<file path="config.mk">
export PLATFORM = sky130hd
export DESIGN_NAME = count_sec_carry
export DESIGN_NICKNAME = d
export VERILOG_FILES = /design/src/rtl/count_sec_carry.sv
export SDC_FILE = /design/constraint.sdc
export NUM_CORES = 1
export LEC_CHECK = 0
export BUFFER_PORTS_ARGS = -buffer_cell sky130_fd_sc_hd__buf_2
export CORE_ASPECT_RATIO = 0.9
export CORE_MARGIN = 3
export CORE_UTILIZATION = 58
export DETAILED_ROUTE_END_ITERATION = 8
export PLACE_DENSITY = 0.76
export REMOVE_ABC_BUFFERS = 1
export SYNTH_ARGS = -nofsm -noshare
export SYNTH_HDL_FRONTEND = slang
export SYNTH_SLANG_ARGS = --single-unit
</file>
<file path="constraint.sdc">
create_clock -name clk -period 2.9 [get_ports clk]
set_clock_uncertainty 0.1 [all_clocks]
set_input_delay 0.29 -clock clk [delete_from_list [all_inputs] [get_ports clk]]
set_output_delay 0.29 -clock clk [all_outputs]
set_load 0.05 [all_outputs]
</file>
<file path="src/rtl/count_sec_carry.sv">
// Seconds stage of the clock chip: 1 Hz prescaler, 0..59 seconds counter with
// set/commit loading, and the stretched sec60sig carry to the minutes counter.
module count_sec_carry #(
   parameter int CLK_HZ    = 100000000,
   parameter int PULSE_LEN = 4
) (
   input  logic       clk,
   input  logic       rst,
   input  logic [1:0] state,
   input  logic [5:0] num,
   input  logic       sec_enable,
   output logic [5:0] count,
   output logic       sec60sig,
   output logic       tick_1hz
);

   localparam int              DIV_W    = $clog2(CLK_HZ);
   localparam int              PLS_W    = (PULSE_LEN > 1) ? $clog2(PULSE_LEN) : 1;
   localparam logic [DIV_W-1:0] DIV_LAST = DIV_W'(CLK_HZ - 1);
   localparam logic [5:0]      SEC_MAX  = 6'd59;

   typedef enum logic [1:0] {
      MODE_RUN    = 2'b00,
      MODE_SET_A  = 2'b01,
      MODE_SET_B  = 2'b10,
      MODE_COMMIT = 2'b11
   } mode_t;

   mode_t            w_mode;
   logic             w_run;
   logic             w_tick;
   logic             w_wrap;
   logic             w_set;
   logic             w_commit;

   logic [DIV_W-1:0] r_div;
   logic [5:0]       r_count;
   logic [5:0]       r_stage;
   logic             r_sec60;
   logic [PLS_W-1:0] r_pulse_left;
   logic             r_tick;

   assign w_mode   = mode_t'(state);
   assign w_run    = (w_mode == MODE_RUN);
   assign w_tick   = w_run && (r_div == DIV_LAST);
   // Only a genuine 59->0 rollover carries; an out-of-range count reloads silently.
   assign w_wrap   = w_tick && (r_count == SEC_MAX);
   assign w_set    = ((w_mode == MODE_SET_A) || (w_mode == MODE_SET_B)) && sec_enable;
   assign w_commit = (w_mode == MODE_COMMIT) && sec_enable;

   // NOTE: every register here uses non-blocking assignments so all state
   // updates on an edge see the pre-edge values of the others.
   always_ff @(posedge clk or posedge rst) begin
      if (rst)                   r_div <= '0;
      else if (!w_run)           r_div <= '0;
      else if (r_div == DIV_LAST) r_div <= '0;
      else                       r_div <= r_div + 1'b1;
   end

   always_ff @(posedge clk or posedge rst) begin
      if (rst)           r_count <= '0;
      else if (w_commit) r_count <= r_stage;
      else if (w_tick)   r_count <= (r_count >= SEC_MAX) ? 6'd0 : r_count + 6'd1;
   end

   always_ff @(posedge clk or posedge rst) begin
      if (rst)        r_stage <= '0;
      else if (w_set) r_stage <= (num > SEC_MAX) ? SEC_MAX : num;
   end

   // The pulse runs to completion regardless of mode or commits once started.
   always_ff @(posedge clk or posedge rst) begin
      if (rst) begin
         r_sec60      <= 1'b0;
         r_pulse_left <= '0;
      end else if (w_wrap) begin
         r_sec60      <= 1'b1;
         r_pulse_left <= PLS_W'(PULSE_LEN - 1);
      end else if (r_sec60) begin
         if (r_pulse_left == '0) r_sec60 <= 1'b0;
         else                    r_pulse_left <= r_pulse_left - 1'b1;
      end
   end

   always_ff @(posedge clk or posedge rst) begin
      if (rst) r_tick <= 1'b0;
      else     r_tick <= w_tick;
   end

   assign count    = r_count;
   assign sec60sig = r_sec60;
   assign tick_1hz = r_tick;

endmodule
</file>
==> results of run 1 <==
final timing paths:
check / slack [ns] / cells past startpoint / to
worst max-delay path: 0.37 / 6 / count[5]
worst min-delay path: 0.02 / 3 / count[4]
worst max register to register: 0.37 / 6 / count[5]
worst min register to register: 0.36 / 1 / r_div[0]
max in group asynchronous: 2.32 / 3 / r_div[2]
min in group clk: 0.10 / 2 / r_stage[0]
power groups by stage:
stage	combinational [mW]	sequential [mW]	clock [mW]
after global routing	0.237	0.678	0.512
after CTS	0.216	0.670	0.490
after floorplan	0.0987	0.741	0
after detailed placement	0.216	0.681	0
after global placement	0.214	0.681	0
final	0.214	0.670	0.478
placed cells by master (no fill, tap or decap), types with 2 or more instances in the layout:
master / count
a21oi_1: 2
buf_2: 18
nand4_1: 10
xor2_1: 16
nor2b_1: 3
dfrtp_1: 43
xnor2_1: 10
nand3_1: 13
o22a_1: 2
nor4b_1: 2
clkbuf_8: 6
o21ai_0: 5
mux2_2: 3
nand2b_1: 2
and2_1: 6
nor3_1: 2
ha_1: 5
nor4_1: 3
a31oi_1: 5
nand2_1: 16
inv_1: 9
and3_1: 8
nand4b_1: 2
buf_4: 5
or3_1: 4
nor2_1: 39
tightest hold or removal path: stages:
cell	delay (ns)
buf_2	0.10
inv_1	0.04
buf_4	0.45
kinds of logic after synthesis:
kind of cell / count (synthesis) / share of synthesized area, %
xor+xnor: 26 / 10.6
fa+ha+maj: 5 / 2.91
simple gates: 115 / 27.3
mux: 3 / 1.57
flops: 43 / 50.0
compound gates: 17 / 4.83
buf+inv: 14 / 2.79
metrics by stage:
step           utilization [%]  worst slack [ns]  hold WS (ns)
2_1_floorplan                -             0.375         0.316
3_3_place_gp              66.4             0.415         0.344
3_5_place_dp              66.4             0.371         0.352
4_1_cts                   69.7             0.353        0.0345
5_1_grt                   69.7             0.197        0.0898
6_report                  69.7             0.367        0.0172
final cells by class:
cell class | instances | share of cell area, %
inverter | 9 | 1.39
tap | 44 | 2.27
sequential | 43 | 44.4
multi-input combinational | 166 | 41.9
timing repair buffer | 23 | 5.26
clock inverter | 2 | 1.44
clock buffer | 6 | 3.40
sequential cells by signal (all words and copies together) (netlist names):
name,flops
count,6
r_div,27
r_pulse_left,2
r_stage,6
sec60sig,1
tick_1hz,1
layer usage:
metal	global-route usage, %	wire length [µm]	up-vias
li1	-	-	821
met1	30.4	2090	785
met2	29.4	1690	31
met3	3.77	169	9
met4	7.18	72	0
met5	0	0	-
==> metrics.cfg, run 1 <==
[power_and_ir_drop]
power_frac_seq_pct=49.2
p_clk_share_pct=35.1
power_density_nw_per_um2=562
p_sw_share_pct=27.9
power_switching_mw=0.380
leakage_nw=1.10
peakVddDrop_mv=0.337
internal_power_mw=0.983
combPwrFrac_pct=15.7
total_power_mw=1.36

[outcome]
outcome=completed

[yosys]
yosysMostFrequentCell=dfrtp_1
yosys_warnings=0
syn_avg_cell_area_um2=9.65
synth-seq-cells=43
syn_area_um2=2150
ys_seq_area_share_pct=50.0
synth_edf_count=0
synth.area.top_cells=dfrtp_1, nor2_1, xor2_1
ys_dominant_reg_cell=dfrtp_1
syn_inst=223
synthTopCellsByCount=dfrtp_1, nor2_1, nand2_1, xor2_1, nand3_1
synth_cell_types=33
yosysTopAreaCell=dfrtp_1
synthArstFlopShare_pct=100
synth_top_area_share_pct=50.0

[global_route]
grt_max_degree=44
first_global_vias=1568
grtUsageTotal_pct=20.2
gr-total-overflow=0
grt_first_pass_wirelength_um=7170
antenna_found_initial=0

[critical_path]
crit_chain=ha_1, nand3_1, or4_4, or2_1, or4_1, a31oi_1
r2r-start=r_div[0]
crit_path_end_kind=flop
crit_fanout=12
slowest_stage=or4_4
path_buf_inv=0
critical_path.startpoint_type=flop
critPathMaxStageDelay_ns=0.54
path_class=reg2reg
worstPathArrival_ns=2.66
cp.required_ns=3.03
startpoint=r_div[0]
crit_family=simple AND/OR/NAND/NOR gates

[sta]
finalCritPeriodShare_pct=87.3
finalSetupViolations=0
fmax_mhz=395
worstMarginPinSlew_ns=0.701
hold_viol_final=0
period_needed_ns=2.53
slew-limit-headroom_pct=52.8
finalSetupTns_ns=0
drv_slew=0
grt_setup_unrepaired=no

[drt]
wl_per_cell_um=13.7
first_pass_iters=4
vias_per_cell=5.62
wirelength_um=4020
ant_nets=0
remaining_drc_errors=0
drt_iter0_drc=137
via_count=1646

[cts]
cts_tree=yes
path_clk_slew_ns=0.08
insertion_delay_ns=0.30
ctsHoldBuffers=0
clockBufferDepth=2
cts_resized=0
cts_buffers=5
root_buffer=clkbuf_8
postCtsSetupRepairBufs=0
clock_sinks=43
htree_levels=2

[cells_and_area]
drive_gt1_share_pct=14.5
regArea_um2=1080
final_nets=264
fin_area_um2=2430
area_delta_synth_final_pct=12.7
fillers=269
instances_no_fill=293
diodes=0
multi_input_area_um2=1020

[placed_design]
dp_cells=285
portBuffers=18
hpwl_um=2760
placedInstanceArea_um2=2310
gp_congestion=0.839

[floorplanning]
initial_core_util_pct=61.9
fp.dieW_um=70.2
io_pins=19
die-area_um2=4480
core-area_um2=3480
die_h_um=63.8
rows=20

[flow_run]
cap_violations=0

[hold_path]
hp-class=in2async

(Power assumes the default switching activity.)
==> inputs of run 2 (changes only) <==
--- a/config.mk
+++ b/config.mk
@@ -5,13 +5,15 @@
 export SDC_FILE = /design/constraint.sdc
 export NUM_CORES = 1
 export LEC_CHECK = 0
+export ABC_AREA = 1
 export BUFFER_PORTS_ARGS = -buffer_cell sky130_fd_sc_hd__buf_2
 export CORE_ASPECT_RATIO = 0.9
 export CORE_MARGIN = 3
-export CORE_UTILIZATION = 58
+export CORE_UTILIZATION = 60
 export DETAILED_ROUTE_END_ITERATION = 8
-export PLACE_DENSITY = 0.76
+export PLACE_DENSITY = 0.78
 export REMOVE_ABC_BUFFERS = 1
+export SETUP_SLACK_MARGIN = 0.1
 export SYNTH_ARGS = -nofsm -noshare
 export SYNTH_HDL_FRONTEND = slang
 export SYNTH_SLANG_ARGS = --single-unit
==> metrics.cfg, run 2 <==
[yosys]
syn_inst=351  ; +57%
syn_area_um2=2560  ; +19%
yosys_warnings=0  ; unchanged
synthTopCellsByCount=nand2_1, nor2_1, dfrtp_1
syn_avg_cell_area_um2=7.29  ; -24%
synth_top_area_share_pct=42.1  ; -7.9 points
synthArstFlopShare_pct=100  ; unchanged
synth_cell_types=31  ; -6.1%
yosysMostFrequentCell=nand2_1
ys_dominant_reg_cell=dfrtp_1
synth-seq-cells=43  ; unchanged
ys_seq_area_share_pct=42.1  ; -7.9 points
synth.area.top_cells=dfrtp_1, nand2_1, nor2_1
yosysTopAreaCell=dfrtp_1
synth_edf_count=0  ; unchanged

[power_and_ir_drop]
power_switching_mw=0.435  ; +15%
combPwrFrac_pct=19.8  ; +4.1 points
peakVddDrop_mv=0.293  ; -13%
p_clk_share_pct=30.4  ; -4.7 points
internal_power_mw=0.940  ; -4.3%
power_frac_seq_pct=49.8  ; +0.6 points
total_power_mw=1.38  ; +0.93%
power_density_nw_per_um2=492  ; -12%
leakage_nw=1.33  ; +21%
p_sw_share_pct=31.6  ; +3.8 points

[cts]
clockBufferDepth=2  ; unchanged
path_clk_slew_ns=0.08  ; about the same
cts_tree=yes
clock_sinks=43  ; unchanged
root_buffer=clkbuf_8
htree_levels=2  ; unchanged
insertion_delay_ns=0.30  ; about the same
cts_buffers=5  ; unchanged
postCtsSetupRepairBufs=0  ; unchanged
cts_resized=0  ; unchanged
ctsHoldBuffers=0  ; unchanged

[drt]
topRoutingLayerUsed=met4
drt_iter0_drc=181  ; +32%
remaining_drc_errors=0  ; unchanged
wirelength_um=5320  ; +32%
first_pass_iters=4  ; unchanged
dr_wl_met2_um=2230  ; +32%
wl_per_cell_um=12.6  ; -7.8%
wirelength_met1_um=2620  ; +26%
ant_nets=0  ; unchanged
via_count=2218  ; +35%
wl_met3_um=384  ; +130%
vias_per_cell=5.27  ; -6.2%

[cells_and_area]
fin_util_pct=71.4  ; +1.7 points
area_delta_synth_final_pct=9.34
final_nets=390  ; +48%
final_common_cell=nand2_1
drive_gt1_share_pct=13.3  ; -1.1 points
fin_area_um2=2800  ; +15%
instances_no_fill=421  ; +44%
diodes=0  ; unchanged
mostFrequentLayoutCells=nand2_1, nor2_1, dfrtp_1
largest_register_ffs=27  ; unchanged
top_register=r_div
fillers=334  ; +24%

[critical_path]
ff2ff_path_depth=8  ; +2
crit_path_end_kind=flop
worstPathArrival_ns=1.98  ; -0.68 ns
reg2reg_slack_ns=1.04  ; +0.68 ns
r2r-start=r_div[0]
r2r_end=r_div[22]
cp.required_ns=3.03  ; about the same
crit_fanout=11  ; -1
critical_path.startpoint_type=flop
path_class=reg2reg

[floorplanning]
die-area_um2=5080  ; +13%
fp.dieW_um=74.8  ; +6.6%
core-area_um2=3920  ; +13%
die_h_um=67.9  ; +6.5%
initial_core_util_pct=65.3  ; +3.5 points
io_pins=19  ; unchanged
rows=21  ; +5.0%

[placed_design]
portBuffers=18  ; unchanged
hpwl_um=4040  ; +46%
placedInstanceArea_um2=2690  ; +17%
dp_cells=413  ; +45%
gp_congestion=0.880  ; +4.8%

[sta]
drv_slew=0  ; unchanged
finalSetupViolations=0  ; unchanged
finalCritPeriodShare_pct=64.0  ; -23 points
whs_ns=-0.00377  ; -0.0210 ns
fmax_mhz=539  ; +37%
period_needed_ns=1.86  ; -0.678 ns
grt_setup_unrepaired=no
hold_viol_final=10  ; +10
finalSetupTns_ns=0  ; unchanged
worstMarginPinSlew_ns=1.02  ; +0.324 ns
slew-limit-headroom_pct=31.2  ; -22 points

[flow_run]
cap_violations=0  ; unchanged

[global_route]
first_global_vias=2020  ; +29%
gr-total-overflow=0  ; unchanged
grt_max_degree=31  ; -30%
grtUsageTotal_pct=24.2  ; +3.9 points
grt_first_pass_wirelength_um=9220  ; +29%
antenna_found_initial=0  ; unchanged

[outcome]
outcome=finished with violations
failed_checks=hold timing

[hold_path]
hp-class=in2async

run 2: kinds of logic after synthesis:
logic type	synth area share [%]
AO/OA/AOI/OAI	4.01
buffers and inverters	6.36
XOR/XNOR	2.74
AND/OR/NAND/NOR	41.5
flip-flops	42.1
adder cells (fa/ha/maj)	2.45
multiplexers	0.881
run 2: through the flow:
| stage | hold WS, ns | setup slack, ns |
|---|---|---|
| floorplan | 0.335 | 1.21 |
| global placement | 0.347 | 1.05 |
| detailed placement | 0.344 | 0.987 |
| CTS | 0.0166 | 1.00 |
| global route | 0.0523 | 0.853 |
| finish | -0.00377 | 1.04 |
run 2: critical path: stages (launching register included):
cell and delay (ns):
dfrtp_1 0.41, ha_1 0.22, nand2_1 0.13, nor2_4 0.07, nand2_4 0.13, nor2_8 0.06
a21oi_2 0.42, nand2_1 0.12, nor2_1 0.12
run 2: worst max path at each step:
| stage | startpoint | end | slack (ns) |
|---|---|---|---|
| after floorplan | count[0] | count[3] | 1.21 |
| after detailed placement | state[0] | count[3] | 0.99 |
| after global routing | r_div[0] | r_div[22] | 0.85 |
| after CTS | r_div[0] | r_div[22] | 1.00 |
| after global placement | state[0] | count[0] | 1.05 |
| final | r_div[0] | r_div[22] | 1.04 |
run 2: cell type report:
| type | count | area, µm² | share of cell area (%) |
|---|---|---|---|
| Timing Repair Buffer | 19 | 97.6 | 3.49 |
| Sequential cell | 43 | 1080 | 38.5 |
| Multi-Input combinational cell | 267 | 1320 | 47.2 |
| Inverter | 38 | 143 | 5.10 |
| Clock buffer | 7 | 96.3 | 3.45 |
| Tap cell | 46 | 57.6 | 2.06 |
| Clock inverter | 1 | 7.51 | 0.268 |
run 2: power groups by stage:
stage / registers [mW] / clock network, mW / logic, mW
global placement: 0.696 / 0 / 0.269
finish: 0.686 / 0.418 / 0.272
global route: 0.695 / 0.462 / 0.304
floorplan: 0.781 / 0 / 0.118
CTS: 0.685 / 0.426 / 0.274
detailed placement: 0.696 / 0 / 0.274
run 2: metal layers:
layer	up-vias	global-route usage [%]
met5	-	0
met4	0	7.33
met3	12	6.46
met2	65	34.9
met1	991	35.3
li1	1150	-
==> inputs of run 3 (changes only) <==
--- a/config.mk
+++ b/config.mk
@@ -5,13 +5,13 @@
 export SDC_FILE = /design/constraint.sdc
 export NUM_CORES = 1
 export LEC_CHECK = 0
-export ABC_AREA = 1
+export ABC_AREA = 0
 export BUFFER_PORTS_ARGS = -buffer_cell sky130_fd_sc_hd__buf_2
 export CORE_ASPECT_RATIO = 0.9
 export CORE_MARGIN = 3
-export CORE_UTILIZATION = 60
+export CORE_UTILIZATION = 53
 export DETAILED_ROUTE_END_ITERATION = 8
-export PLACE_DENSITY = 0.78
+export PLACE_DENSITY = 0.73
 export REMOVE_ABC_BUFFERS = 1
 export SETUP_SLACK_MARGIN = 0.1
 export SYNTH_ARGS = -nofsm -noshare
==> constraint.sdc (replaced) <==
create_clock -name clk -period 1.7 [get_ports clk]
set_clock_uncertainty 0.1 [all_clocks]
set_input_delay 0.17 -clock clk [delete_from_list [all_inputs] [get_ports clk]]
set_output_delay 0.17 -clock clk [all_outputs]
set_load 0.05 [all_outputs]
==> metrics.cfg, run 3 (same netlist as run 1, synthesis figures left out) <==
[flow_run]
cap_violations=0  ; unchanged

[critical_path]
path_class=reg2reg
worstPathArrival_ns=2.36  ; +0.38 ns
slowest_stage=or4_4
crit_chain=nand4b_1, or4_4, or2_4, buf_6, or3_1, a31oi_1
critPathMaxStageDelay_ns=0.54  ; +0.12 ns
ff2ff_path_depth=6  ; -2
cp.required_ns=1.84  ; -1.19 ns
r2r-start=r_div[9]
critical_path.startpoint_type=flop
crit_path_end_kind=flop
crit_fanout=4  ; -7
startpoint=r_div[9]

[drt]
wl_per_cell_um=14.9  ; +18%
remaining_drc_errors=0  ; unchanged
wirelength_um=5140  ; -3.4%
vias_per_cell=5.49  ; +4.1%
ant_nets=0  ; unchanged
drt_iter0_drc=172  ; -5.0%
via_count=1887  ; -15%
first_pass_iters=4  ; unchanged

[cts]
clockBufferDepth=2  ; unchanged
cts_buffers=5  ; unchanged
root_buffer=clkbuf_8
cts_tree=yes
clock_sinks=43  ; unchanged
insertion_delay_ns=0.31  ; about the same
path_clk_slew_ns=0.09  ; about the same
htree_levels=2  ; unchanged

[placed_design]
dp_cells=327  ; -21%
hpwl_um=3370  ; -17%
portBuffers=18  ; unchanged
placedInstanceArea_um2=2620  ; -2.6%
pre_cts_ws_ns=-0.583  ; -1.57 ns
gp_congestion=0.820  ; -6.8%

[hold_path]
min_from=num[5]
min_delay_path_depth=2
hp-class=in2reg

[sta]
slew-limit-headroom_pct=73.4  ; +42 points
grt_setup_unrepaired=yes
drv_slew=0  ; unchanged
fmax_mhz=450  ; -16%
finalSetupViolations=37  ; +37
finalCritPeriodShare_pct=131  ; +67 points
period_needed_ns=2.22  ; +0.366 ns
setup_slack_ns=-0.521  ; -1.57 ns
worstMarginPinSlew_ns=0.397  ; -0.628 ns
finalSetupTns_ns=-12.01  ; -12.01 ns
hold_viol_final=0  ; -10

[global_route]
top_usage_layer=met2
grt_max_degree=44  ; +42%
first_global_vias=1843  ; -8.8%
gr-total-overflow=0  ; unchanged
use_met1_pct=29.9  ; -5.4 points
use_met3_pct=4.07  ; -2.4 points
grtUsageTotal_pct=23.1  ; -1.1 points
antenna_found_initial=0  ; unchanged
grt_first_pass_wirelength_um=8420  ; -8.6%
grtUsageMet2_pct=37.7  ; +2.8 points

[floorplanning]
io_pins=19  ; unchanged
rows=21  ; unchanged
die-area_um2=4860  ; -4.3%
initial_core_util_pct=56.5  ; -8.8 points
fp.dieW_um=73.2  ; -2.2%
die_h_um=66.5  ; -2.2%
core-area_um2=3810  ; -2.7%

[cells_and_area]
diodes=0  ; unchanged
area_delta_synth_final_pct=35.7
final_nets=313  ; -20%
top_register=r_div
drive_gt1_share_pct=30.5  ; +17 points
instances_no_fill=344  ; -18%
fin_area_um2=2920  ; +4.4%
mostFrequentLayoutCells=dfrtp_1, nor2_1, buf_4
largest_register_ffs=27  ; unchanged
final_common_cell=dfrtp_1
fillers=246  ; -26%

[power_and_ir_drop]
power_switching_mw=0.725  ; +67%
internal_power_mw=1.69  ; +79%
power_density_nw_per_um2=825  ; +68%
p_sw_share_pct=30.1  ; -1.5 points
power_frac_seq_pct=47.7  ; -2.1 points
leakage_nw=1.38  ; +3.6%
combPwrFrac_pct=18.5  ; -1.3 points
p_clk_share_pct=33.8  ; +3.4 points
peakVddDrop_mv=0.555  ; +90%
total_power_mw=2.41  ; +75%

[outcome]
outcome=finished with violations
failed_checks=setup timing

[run 3: changes by cell type in the layout (fill, tap and decap cells not counted), moves of 8 or more]
| cell | previous run | this run |
|---|---|---|
| nand3_1 | 24 | 13 |
| inv_1 | 37 | 8 |
| xor2_1 | 6 | 16 |
| nor2_1 | 70 | 39 |
| and3_1 | 0 | 8 |
| buf_6 | 0 | 10 |
| xnor2_1 | 2 | 10 |
| buf_4 | 1 | 38 |
| nand2_1 | 105 | 16 |
[run 3: layout make-up]
type	count	area [µm²]	share of cell area [%]
Inverter	9	36.3	1.24
Tap cell	46	57.6	1.97
Clock inverter	3	43.8	1.50
Clock buffer	5	68.8	2.36
Timing Repair Buffer	72	581	19.9
Multi-Input combinational cell	166	1060	36.2
Sequential cell	43	1080	36.8
[run 3: per-layer routing]
layer,part of all wire [%],up-vias
met4,2.1,0
met5,0,-
met2,48,38
met3,3.7,10
li1,-,915
met1,46,924
[run 3: power groups by stage]
stage / logic [mW] / registers, mW / clock network, mW
2_1_floorplan: 0.168 / 1.26 / 0
4_1_cts: 0.434 / 1.14 / 0.815
5_1_grt: 0.483 / 1.16 / 0.860
3_5_place_dp: 0.400 / 1.16 / 0
6_report: 0.446 / 1.15 / 0.814
3_3_place_gp: 0.388 / 1.16 / 0
[run 3: timing repair]
item | CTS | global route
setup buffers | 3 | 2
hold buffers | 3 | 0
setup endpoints to repair | 37 | 37
pin swaps | 14 | 7
endpoints found under the hold margin | 45 | 0
cloned | 2 | 0
gates resized for setup | 18 | 9
[run 3: through the flow]
stage	util, %	hold WS, ns
after floorplan	-	0.196
after global placement	68.9	0.146
final	76.7	0.00742
after CTS	75.5	0.0180
after detailed placement	68.9	0.159
after global routing	76.7	0.00635
[run 3: worst max-delay path, delay by kind of cell (launching register included)]
family | cells | cell delay [ns]
buffers and inverters | 1 | 0.13
AOI/OAI and AO/OA | 1 | 0.18
and+or+nand+nor | 4 | 1.36
DFF | 1 | 0.39
[run 3: final timing paths]
| check | endpoint | slack [ns] |
|---|---|---|
| setup / recovery | count[0] | -0.52 |
| hold / removal | r_stage[5] | 0.007 |
| setup reg to reg | count[0] | -0.52 |
| hold reg to reg | r_stage[2] | 0.40 |
| max in group asynchronous | r_div[10] | 0.94 |
| min in group asynchronous | count[0] | 0.36 |
